## src/rtl/cursor_frame_ctrl.sv

```systemverilog
// cursor_frame_ctrl: once per video frame, samples debounced buttons, steps and
// clamps the cursor, resolves the house selection, and detects a wand cast.
// All visible outputs are updated only in the COMMIT cycle, which sits inside
// vertical sync. fsm_state exposes the sequencer state for observation.
module cursor_frame_ctrl #(
  parameter int          SCREEN_W     = 640,
  parameter int          SCREEN_H     = 480,
  parameter int          CURSOR_W     = 16,
  parameter int          CURSOR_H     = 16,
  parameter int          STEP         = 4,
  parameter int          DEBOUNCE_CYC = 500000,
  parameter logic [15:0] IR_THRESH    = 16'h8000,
  parameter int          IR_FRAMES    = 3
) (
  input  logic        clock,
  input  logic        reset,
  input  logic        vga_vs,
  input  logic        up,
  input  logic        down,
  input  logic        left,
  input  logic        right,
  input  logic        G,
  input  logic        S,
  input  logic        H,
  input  logic        R,
  input  logic [15:0] ir_in,
  output logic [9:0]  cursor_x,
  output logic [8:0]  cursor_y,
  output logic [1:0]  house,
  output logic        house_valid,
  output logic        cast,
  output logic        frame_tick,
  output logic [1:0]  fsm_state
);

  localparam int CW = (DEBOUNCE_CYC > 1) ? $clog2(DEBOUNCE_CYC) : 1;
  localparam int IW = $clog2(IR_FRAMES + 1);
  localparam logic [CW-1:0]      DB_LAST = CW'(DEBOUNCE_CYC - 1);
  localparam logic [IW-1:0]      IR_LAST = IW'(IR_FRAMES - 1);
  localparam logic [IW-1:0]      IR_SAT  = IW'(IR_FRAMES);
  localparam logic signed [10:0] STEP_S  = 11'(STEP);
  localparam logic signed [10:0] X_MAX   = 11'(SCREEN_W - CURSOR_W);
  localparam logic signed [10:0] Y_MAX   = 11'(SCREEN_H - CURSOR_H);
  localparam logic [9:0]         X_RST   = 10'((SCREEN_W - CURSOR_W) / 2);
  localparam logic [8:0]         Y_RST   = 9'((SCREEN_H - CURSOR_H) / 2);

  typedef enum logic [1:0] {
    IDLE   = 2'd0,
    SAMPLE = 2'd1,
    MOVE   = 2'd2,
    COMMIT = 2'd3
  } state_t;

  state_t        state_q, state_d;
  logic [2:0]    vs_q, vs_d;            // [0],[1] synchronizer, [2] previous synced level
  logic          frame_tick_q, frame_tick_d;
  logic [7:0]    raw;                   // {R,H,S,G,right,left,down,up}
  logic [7:0]    stable_q, stable_d;
  logic [CW-1:0] db_cnt_q [8];
  logic [CW-1:0] db_cnt_d [8];
  logic [3:0]    hedge;                 // house rising edges on debounced levels
  logic [3:0]    pend_q, pend_d;
  logic [3:0]    dir_q, dir_d;          // {right,left,down,up} latched in SAMPLE
  logic [IW-1:0] ir_cnt_q, ir_cnt_d;
  logic          cast_arm_q, cast_arm_d;
  logic [9:0]    x_sh_q, x_sh_d;
  logic [8:0]    y_sh_q, y_sh_d;
  logic [9:0]    cursor_x_q, cursor_x_d;
  logic [8:0]    cursor_y_q, cursor_y_d;
  logic [1:0]    house_q, house_d;
  logic          house_valid_q, house_valid_d;
  logic          cast_q, cast_d;
  logic signed [10:0] x_t, y_t;

  assign raw = {R, H, S, G, right, left, down, up};

  // Synchronise vsync, find its falling edge, and debounce every button.
  always_comb begin
    vs_d         = {vs_q[1:0], vga_vs};
    frame_tick_d = vs_q[2] & ~vs_q[1];
    stable_d     = stable_q;
    for (int i = 0; i < 8; i++) begin
      db_cnt_d[i] = '0;
      if (raw[i] != stable_q[i]) begin
        if (db_cnt_q[i] == DB_LAST) stable_d[i] = raw[i];
        else                        db_cnt_d[i] = db_cnt_q[i] + CW'(1);
      end
    end
    hedge = stable_d[7:4] & ~stable_q[7:4];
  end

  // Frame sequencer: SAMPLE inputs, compute clamped MOVE, COMMIT to outputs.
  always_comb begin
    state_d       = state_q;
    dir_d         = dir_q;
    ir_cnt_d      = ir_cnt_q;
    cast_arm_d    = cast_arm_q;
    x_sh_d        = x_sh_q;
    y_sh_d        = y_sh_q;
    cursor_x_d    = cursor_x_q;
    cursor_y_d    = cursor_y_q;
    house_d       = house_q;
    house_valid_d = house_valid_q;
    cast_d        = 1'b0;
    pend_d        = pend_q | hedge;
    x_t           = signed'({1'b0, cursor_x_q});
    y_t           = signed'({2'b00, cursor_y_q});
    unique case (state_q)
      IDLE: begin
        if (frame_tick_q) state_d = SAMPLE;
      end
      SAMPLE: begin
        dir_d = stable_q[3:0];
        if (ir_in >= IR_THRESH) begin
          if (ir_cnt_q != IR_SAT) ir_cnt_d = ir_cnt_q + IW'(1);
          // Arms only on the frame that brings the run up to IR_FRAMES.
          cast_arm_d = (ir_cnt_q == IR_LAST);
        end else begin
          ir_cnt_d   = '0;
          cast_arm_d = 1'b0;
        end
        state_d = MOVE;
      end
      MOVE: begin
        if (dir_q[0] & ~dir_q[1]) begin
          y_t = y_t - STEP_S;
          if (y_t < 11'sd0) y_t = 11'sd0;
        end else if (dir_q[1] & ~dir_q[0]) begin
          y_t = y_t + STEP_S;
          if (y_t > Y_MAX) y_t = Y_MAX;
        end
        if (dir_q[2] & ~dir_q[3]) begin
          x_t = x_t - STEP_S;
          if (x_t < 11'sd0) x_t = 11'sd0;
        end else if (dir_q[3] & ~dir_q[2]) begin
          x_t = x_t + STEP_S;
          if (x_t > X_MAX) x_t = X_MAX;
        end
        x_sh_d  = x_t[9:0];
        y_sh_d  = y_t[8:0];
        state_d = COMMIT;
      end
      COMMIT: begin
        cursor_x_d = x_sh_q;
        cursor_y_d = y_sh_q;
        // Cast needs a house that was already chosen before this commit.
        cast_d     = cast_arm_q & house_valid_q;
        cast_arm_d = 1'b0;
        if (pend_q != 4'b0000) begin
          house_valid_d = 1'b1;
          if      (pend_q[0]) house_d = 2'd0;
          else if (pend_q[1]) house_d = 2'd1;
          else if (pend_q[2]) house_d = 2'd2;
          else                house_d = 2'd3;
        end
        // Edges arriving in this very cycle belong to the next frame.
        pend_d  = hedge;
        state_d = IDLE;
      end
      default: state_d = IDLE;
    endcase
  end

  // All state registers; reset wins over every other event.
  always_ff @(posedge clock) begin
    if (reset) begin
      state_q       <= IDLE;
      vs_q          <= 3'b111;
      frame_tick_q  <= 1'b0;
      stable_q      <= '0;
      db_cnt_q      <= '{default: '0};
      pend_q        <= '0;
      dir_q         <= '0;
      ir_cnt_q      <= '0;
      cast_arm_q    <= 1'b0;
      x_sh_q        <= X_RST;
      y_sh_q        <= Y_RST;
      cursor_x_q    <= X_RST;
      cursor_y_q    <= Y_RST;
      house_q       <= 2'd0;
      house_valid_q <= 1'b0;
      cast_q        <= 1'b0;
    end else begin
      state_q       <= state_d;
      vs_q          <= vs_d;
      frame_tick_q  <= frame_tick_d;
      stable_q      <= stable_d;
      db_cnt_q      <= db_cnt_d;
      pend_q        <= pend_d;
      dir_q         <= dir_d;
      ir_cnt_q      <= ir_cnt_d;
      cast_arm_q    <= cast_arm_d;
      x_sh_q        <= x_sh_d;
      y_sh_q        <= y_sh_d;
      cursor_x_q    <= cursor_x_d;
      cursor_y_q    <= cursor_y_d;
      house_q       <= house_d;
      house_valid_q <= house_valid_d;
      cast_q        <= cast_d;
    end
  end

  assign cursor_x    = cursor_x_q;
  assign cursor_y    = cursor_y_q;
  assign house       = house_q;
  assign house_valid = house_valid_q;
  assign cast        = cast_q;
  assign frame_tick  = frame_tick_q;
  assign fsm_state   = state_q;

endmodule

```

## config.mk

```make
export PLATFORM = sky130hd
export DESIGN_NAME = cursor_frame_ctrl
export DESIGN_NICKNAME = d
export VERILOG_FILES = /design/src/rtl/cursor_frame_ctrl.sv
export SDC_FILE = /design/constraint.sdc
export NUM_CORES = 1
export LEC_CHECK = 0
export CAP_MARGIN = 20
export CORE_MARGIN = 2
export CORE_UTILIZATION = 60
export DETAILED_ROUTE_END_ITERATION = 8
export GPL_TIMING_DRIVEN = 0
export PLACE_DENSITY = 0.77
export SYNTH_ARGS = -nofsm -noshare
export SYNTH_HDL_FRONTEND = slang
export SYNTH_SLANG_ARGS = --single-unit
export TNS_END_PERCENT = 1
```

## constraint.sdc

```tcl
create_clock -name clock -period 2.5 [get_ports clock]
set_input_delay 0.25 -clock clock [delete_from_list [all_inputs] [get_ports clock]]
set_output_delay 0.25 -clock clock [all_outputs]
set_load 0.02 [all_outputs]
```

Word level (Yosys, flattened, before mapping)
Index checks and enable logic that the tools add are counted.

Reductions and logical operators: 18. Muxes and demuxes: 26. Bitwise logic cells: 23. Equality and inequality tests: 23. $add $sub $neg: 13. $lt $le $gt $ge: 5.

Operator list (count): $add 19x1->19 const B (8); $eq 19x19->1 const B (8); $mux 10 (4); $mux 9 (4); $reduce_or 3->1 (8); $ge 16x16->1 const B (1); $not 1->1 (14); $reduce_and 2->1 (6); $add 10x3->11 const B (1); $gt 11x11->1 const B (1); $lt 11x1->1 const B (1); $sub 10x3->11 const B (1); $add 9x3->10 const B (1); $gt 10x9->1 const B (1); $lt 10x1->1 const B (1); $mux 1 (10); $mux 2 (5); $sub 9x3->10 const B (1); $ne 1x1->1 (8); $pmux 2 s4 (1); $and 1x1->1 (6); $eq 2x2->1 const B (3); $and 4x4->4 (1); $mux 4 (1); 11 further kinds (12).

Flip-flop bits (word level): 219. Logic and storage cells: 135. Output and inout bits: 26.

Logic depth before layout (Yosys ltp)
Depth in word-level cells: 6. Gate-level depth with buffers: 9. Mapped depth without buffers: 7.

Worst setup path after synthesis
No wires, ideal clock.

Path type: register to register. Start point: register cursor_x_q[2] (netlist: cursor_x[2]). End point: register x_sh_q[2]. Path slack: 296 ps. Data required time: 2383 ps. Cell stages (with the launch flop): 9. Path buffers: 1. Arrival time: 2086 ps. Path through: dfxtp_1 clkbuf_1 inv_1 ha_1 or3b_2 o21a_1 nor4_1 o21ai_0 a32o_1.

Longest elaborated chain between the ends: 5.

Ends and longest elaborated chain: from (decl) (line 68) `logic [9:0] cursor_x_q, cursor_x_d;`; from (signal assigned) (line 195) `cursor_x_q <= cursor_x_d;`; $add 10x3->11 (line 136) `x_t = x_t + STEP_S;`; $gt 11x11->1 (line 137) `if (x_t > X_MAX) x_t = X_MAX;`; $mux 10 (line 137); $mux 10 (line 135) `end else if (dir_q[3] & ~dir_q[2]) begin`; $mux 10 (*) (line 132) `if (dir_q[2] & ~dir_q[3]) begin`; to (signal assigned) (line 193) `x_sh_q <= x_sh_d;`; to (decl) (line 66) `logic [9:0] x_sh_q, x_sh_d;`.

Every way passes the cells marked *; elsewhere a longest branch is shown, timed or not. A chain may end at the register's enable or synchronous reset.

Worst setup path after layout
Start point: register state_q[1] (netlist: fsm_state[1]). End point: register cursor_x_q[2] (netlist: cursor_x[2]).

Longest elaborated chain between the ends: 1.

Ends and longest elaborated chain: from (decl) (line 54) `state_t state_q, state_d;`; from (signal assigned) (line 184) `state_q <= state_d;`; $eq 2x2->1 (line 108) `unique case (state_q)`.

Every way passes these cells.

==> results.txt <==
cts hold-fix bufs -> 0
synthesized net count -> 1278
clock slew at reported path FFs -> 0.06 ns
critical-path cell list -> ha_1 -> clkbuf_1 -> clkbuf_1 -> mux2i_1 -> nor2_1
Avg WL per Cell -> 14.6 um
Crit Path Class -> flop to flop
Setup crit start kind -> flop
Via-to-Cell Ratio -> 5.60
Register Area -> 4390 sq um
antenna diode count -> 0
max-cap check violation count -> 0
final hold violations -> 0
Nets -> 1340
Final ANT Viol Nets -> 0
pwr dens -> 650 nW/um^2
Post-DP Area -> 11100 sq um
number of DRC markers in iteration 0 -> 523
RR Startpoint -> fsm_state[1]
Inserted Clock Buffers -> 24
crit path capture type -> flop
crit path DAT -> 2.72 ns
commonest non-fill, non-tap cell in the layout -> nor2_1
final setup vio count -> 0
commonest cells after routing, fill and taps aside -> 233 x nor2_1, 218 x dfxtp_1, 88 x nand2_1
Syn Std Cell Area -> 10500 sq um
row count -> 48
initial antenna violation count -> 0
clk buf depth -> 3
total power -> 7750 uW
first-pass iteration count of the detailed router -> 7
largest net degree at the start of global routing -> 16
peak fanout along the critical path -> 10
DRC viols -> 0
CP dominant cell by count -> clkbuf_1
Leak Pwr -> 0.00405 uW
clk root buf -> clkbuf_16
number of global-route vias before repair -> 7909
H-tree depth -> 1
CTS tree -> yes
ys flop type -> dfxtp_1
TritonCTS sink count -> 219
Worst-Margin Slew -> 0.831 ns
sequential area share after synthesis -> 0.419
DP HPWL -> 15200 um
Die Y -> 136 um
Syn. warnings -> 0
Total GRT Usage -> 0.243
Hold WC Path Type -> primary input to flop
part of the cycle the worst path needs -> 0.939
post-route cell area -> 11900 sq um
CP delay by family, top -> buffers and inverters
asr flop ratio synth -> 0
synthesized flop and latch total -> 219
latest clock arrival within the worst-skew pair -> 0.52 ns
starting density of the core -> 0.609
Area growth, synth to finish -> 14.0%
synthesized instance count -> 1230
gp weighted congestion -> 0.916
worst hold start -> vga_vs
slew margin rel. -> 0.446
share of layout cells above drive strength 1 -> 0.0718
Fill cells -> 1435
critical path's slowest cell -> clkbuf_1
RSZ-0062 raised after global routing -> no
slowest cell delay on critical path -> 0.69 ns
min Tclk post-route -> 2.35 ns
peak supply drop -> 570 uV
EDFF count, synth -> 0
Critical path origin -> fsm_state[1]
final wirelength -> 22400 um
Vias -> 8588
post-CTS setup buffer count -> 0
syn_area_per_cell -> 8.50 sq um
# IOs -> 53
die width -> 136 um
clock skew -> 0.00908 ns
core area -> 17200 sq um
Slew Viols, Final -> 0
Required @ worst endpoint -> 2.87 ns
full die area -> 18500 sq um
WP buf/inv -> 2
Fin Setup TNS -> 0 ns
fmax -> 426 MHz
Overflow after GRT -> 0
I/O Buffers -> 37
synth unique cells -> 73
first-pass GRT wire length -> 37400 um
area occupied by multi-input gates -> 5620 sq um
result of the run -> complete, no violations
-- layout make-up --
class | count | area share
clock inverter | 14 | 0.0125
timing repair buffer | 37 | 0.0311
buffer | 61 | 0.0255
clock buffer | 29 | 0.0554
inverter | 39 | 0.0123
sequential | 219 | 0.368
tap | 225 | 0.0236
multi-input combinational | 910 | 0.471
-- cell usage after synthesis (8+ instances only) --
cell type  number  area share
nand4_1        35       0.021
dfxtp_1       219        0.42
o21ai_0        16      0.0077
mux2i_1        32       0.031
or3_1          11      0.0066
nor4b_1         9      0.0075
nor4_1         17       0.010
nor2_1        233       0.084
xnor2_1        80       0.067
nand2_1        88       0.032
xor2_1         70       0.059
nand3_1        72       0.034
and2_1          8      0.0048
and4_1         15       0.013
nand2b_1       10      0.0060
nor3_1         32       0.015
and3_1         26       0.016
nand3b_1        8      0.0057
ha_1           21       0.025
a211oi_1       11      0.0079
nor2b_1        10      0.0060
inv_1          38       0.014
a21oi_1        25       0.012
clkbuf_1       28       0.010
or2_2           8      0.0048
buf_2          20      0.0096
-- routing by layer --
metal | GRT usage | vias to the layer above | wire, um
li1 | - | 4331 | -
met1 | 0.337 | 4038 | 10600
met2 | 0.400 | 185 | 10300
met3 | 0.0365 | 34 | 1040
met4 | 0.0567 | 0 | 391
met5 | 0 | - | 0
-- flip-flops by register name (all words and copies together) (netlist names), 2 cells and up --
signal,cells
db_cnt_q,152
cursor_x,10
x_sh_q,10
cursor_y,9
y_sh_q,9
stable_q,8
dir_q,4
pend_q,4
vs_q,3
fsm_state,2
house,2
ir_cnt_q,2
-- path summary, 6_finish.rpt --
check	endpoint	slack (ns)	depth (start not counted)
worst max-delay path	cursor_x[2]	0.15	5
worst min-delay path	vs_q[0]	0.32	2
worst max register to register	cursor_x[2]	0.15	5
worst min register to register	vs_q[1]	0.42	1
-- kinds of logic after synthesis --
group / after synthesis / synth area share
compound gates: 104 / 0.0705
xor+xnor: 150 / 0.126
fa+ha+maj: 21 / 0.0251
buf+inv: 101 / 0.0434
flops: 219 / 0.419
mux: 34 / 0.0328
simple gates: 601 / 0.283
-- power by group --
group          internal, uW  switching, uW
clock                  2190           1430
sequential             3550           55.9
combinational           200            325
-- through the flow --
step                      std cells  setup slack [ns]  hold slack [ns]  utilization
final                          1534             0.152            0.321        0.694
after global routing           1534           0.00711            0.330        0.694
after CTS                      1534             0.148            0.324        0.694
after detailed placement       1492            0.0321            0.402        0.647
after global placement         1492            0.0566            0.399        0.647
after floorplan                1230             0.296            0.354            -
-- what timing repair did --
item,in CTS,in global routing
setup endpoints to repair,1,6
endpoints found under the hold margin,0,0
gates resized for setup,0,1
Power figures use the tool's default switching activity.
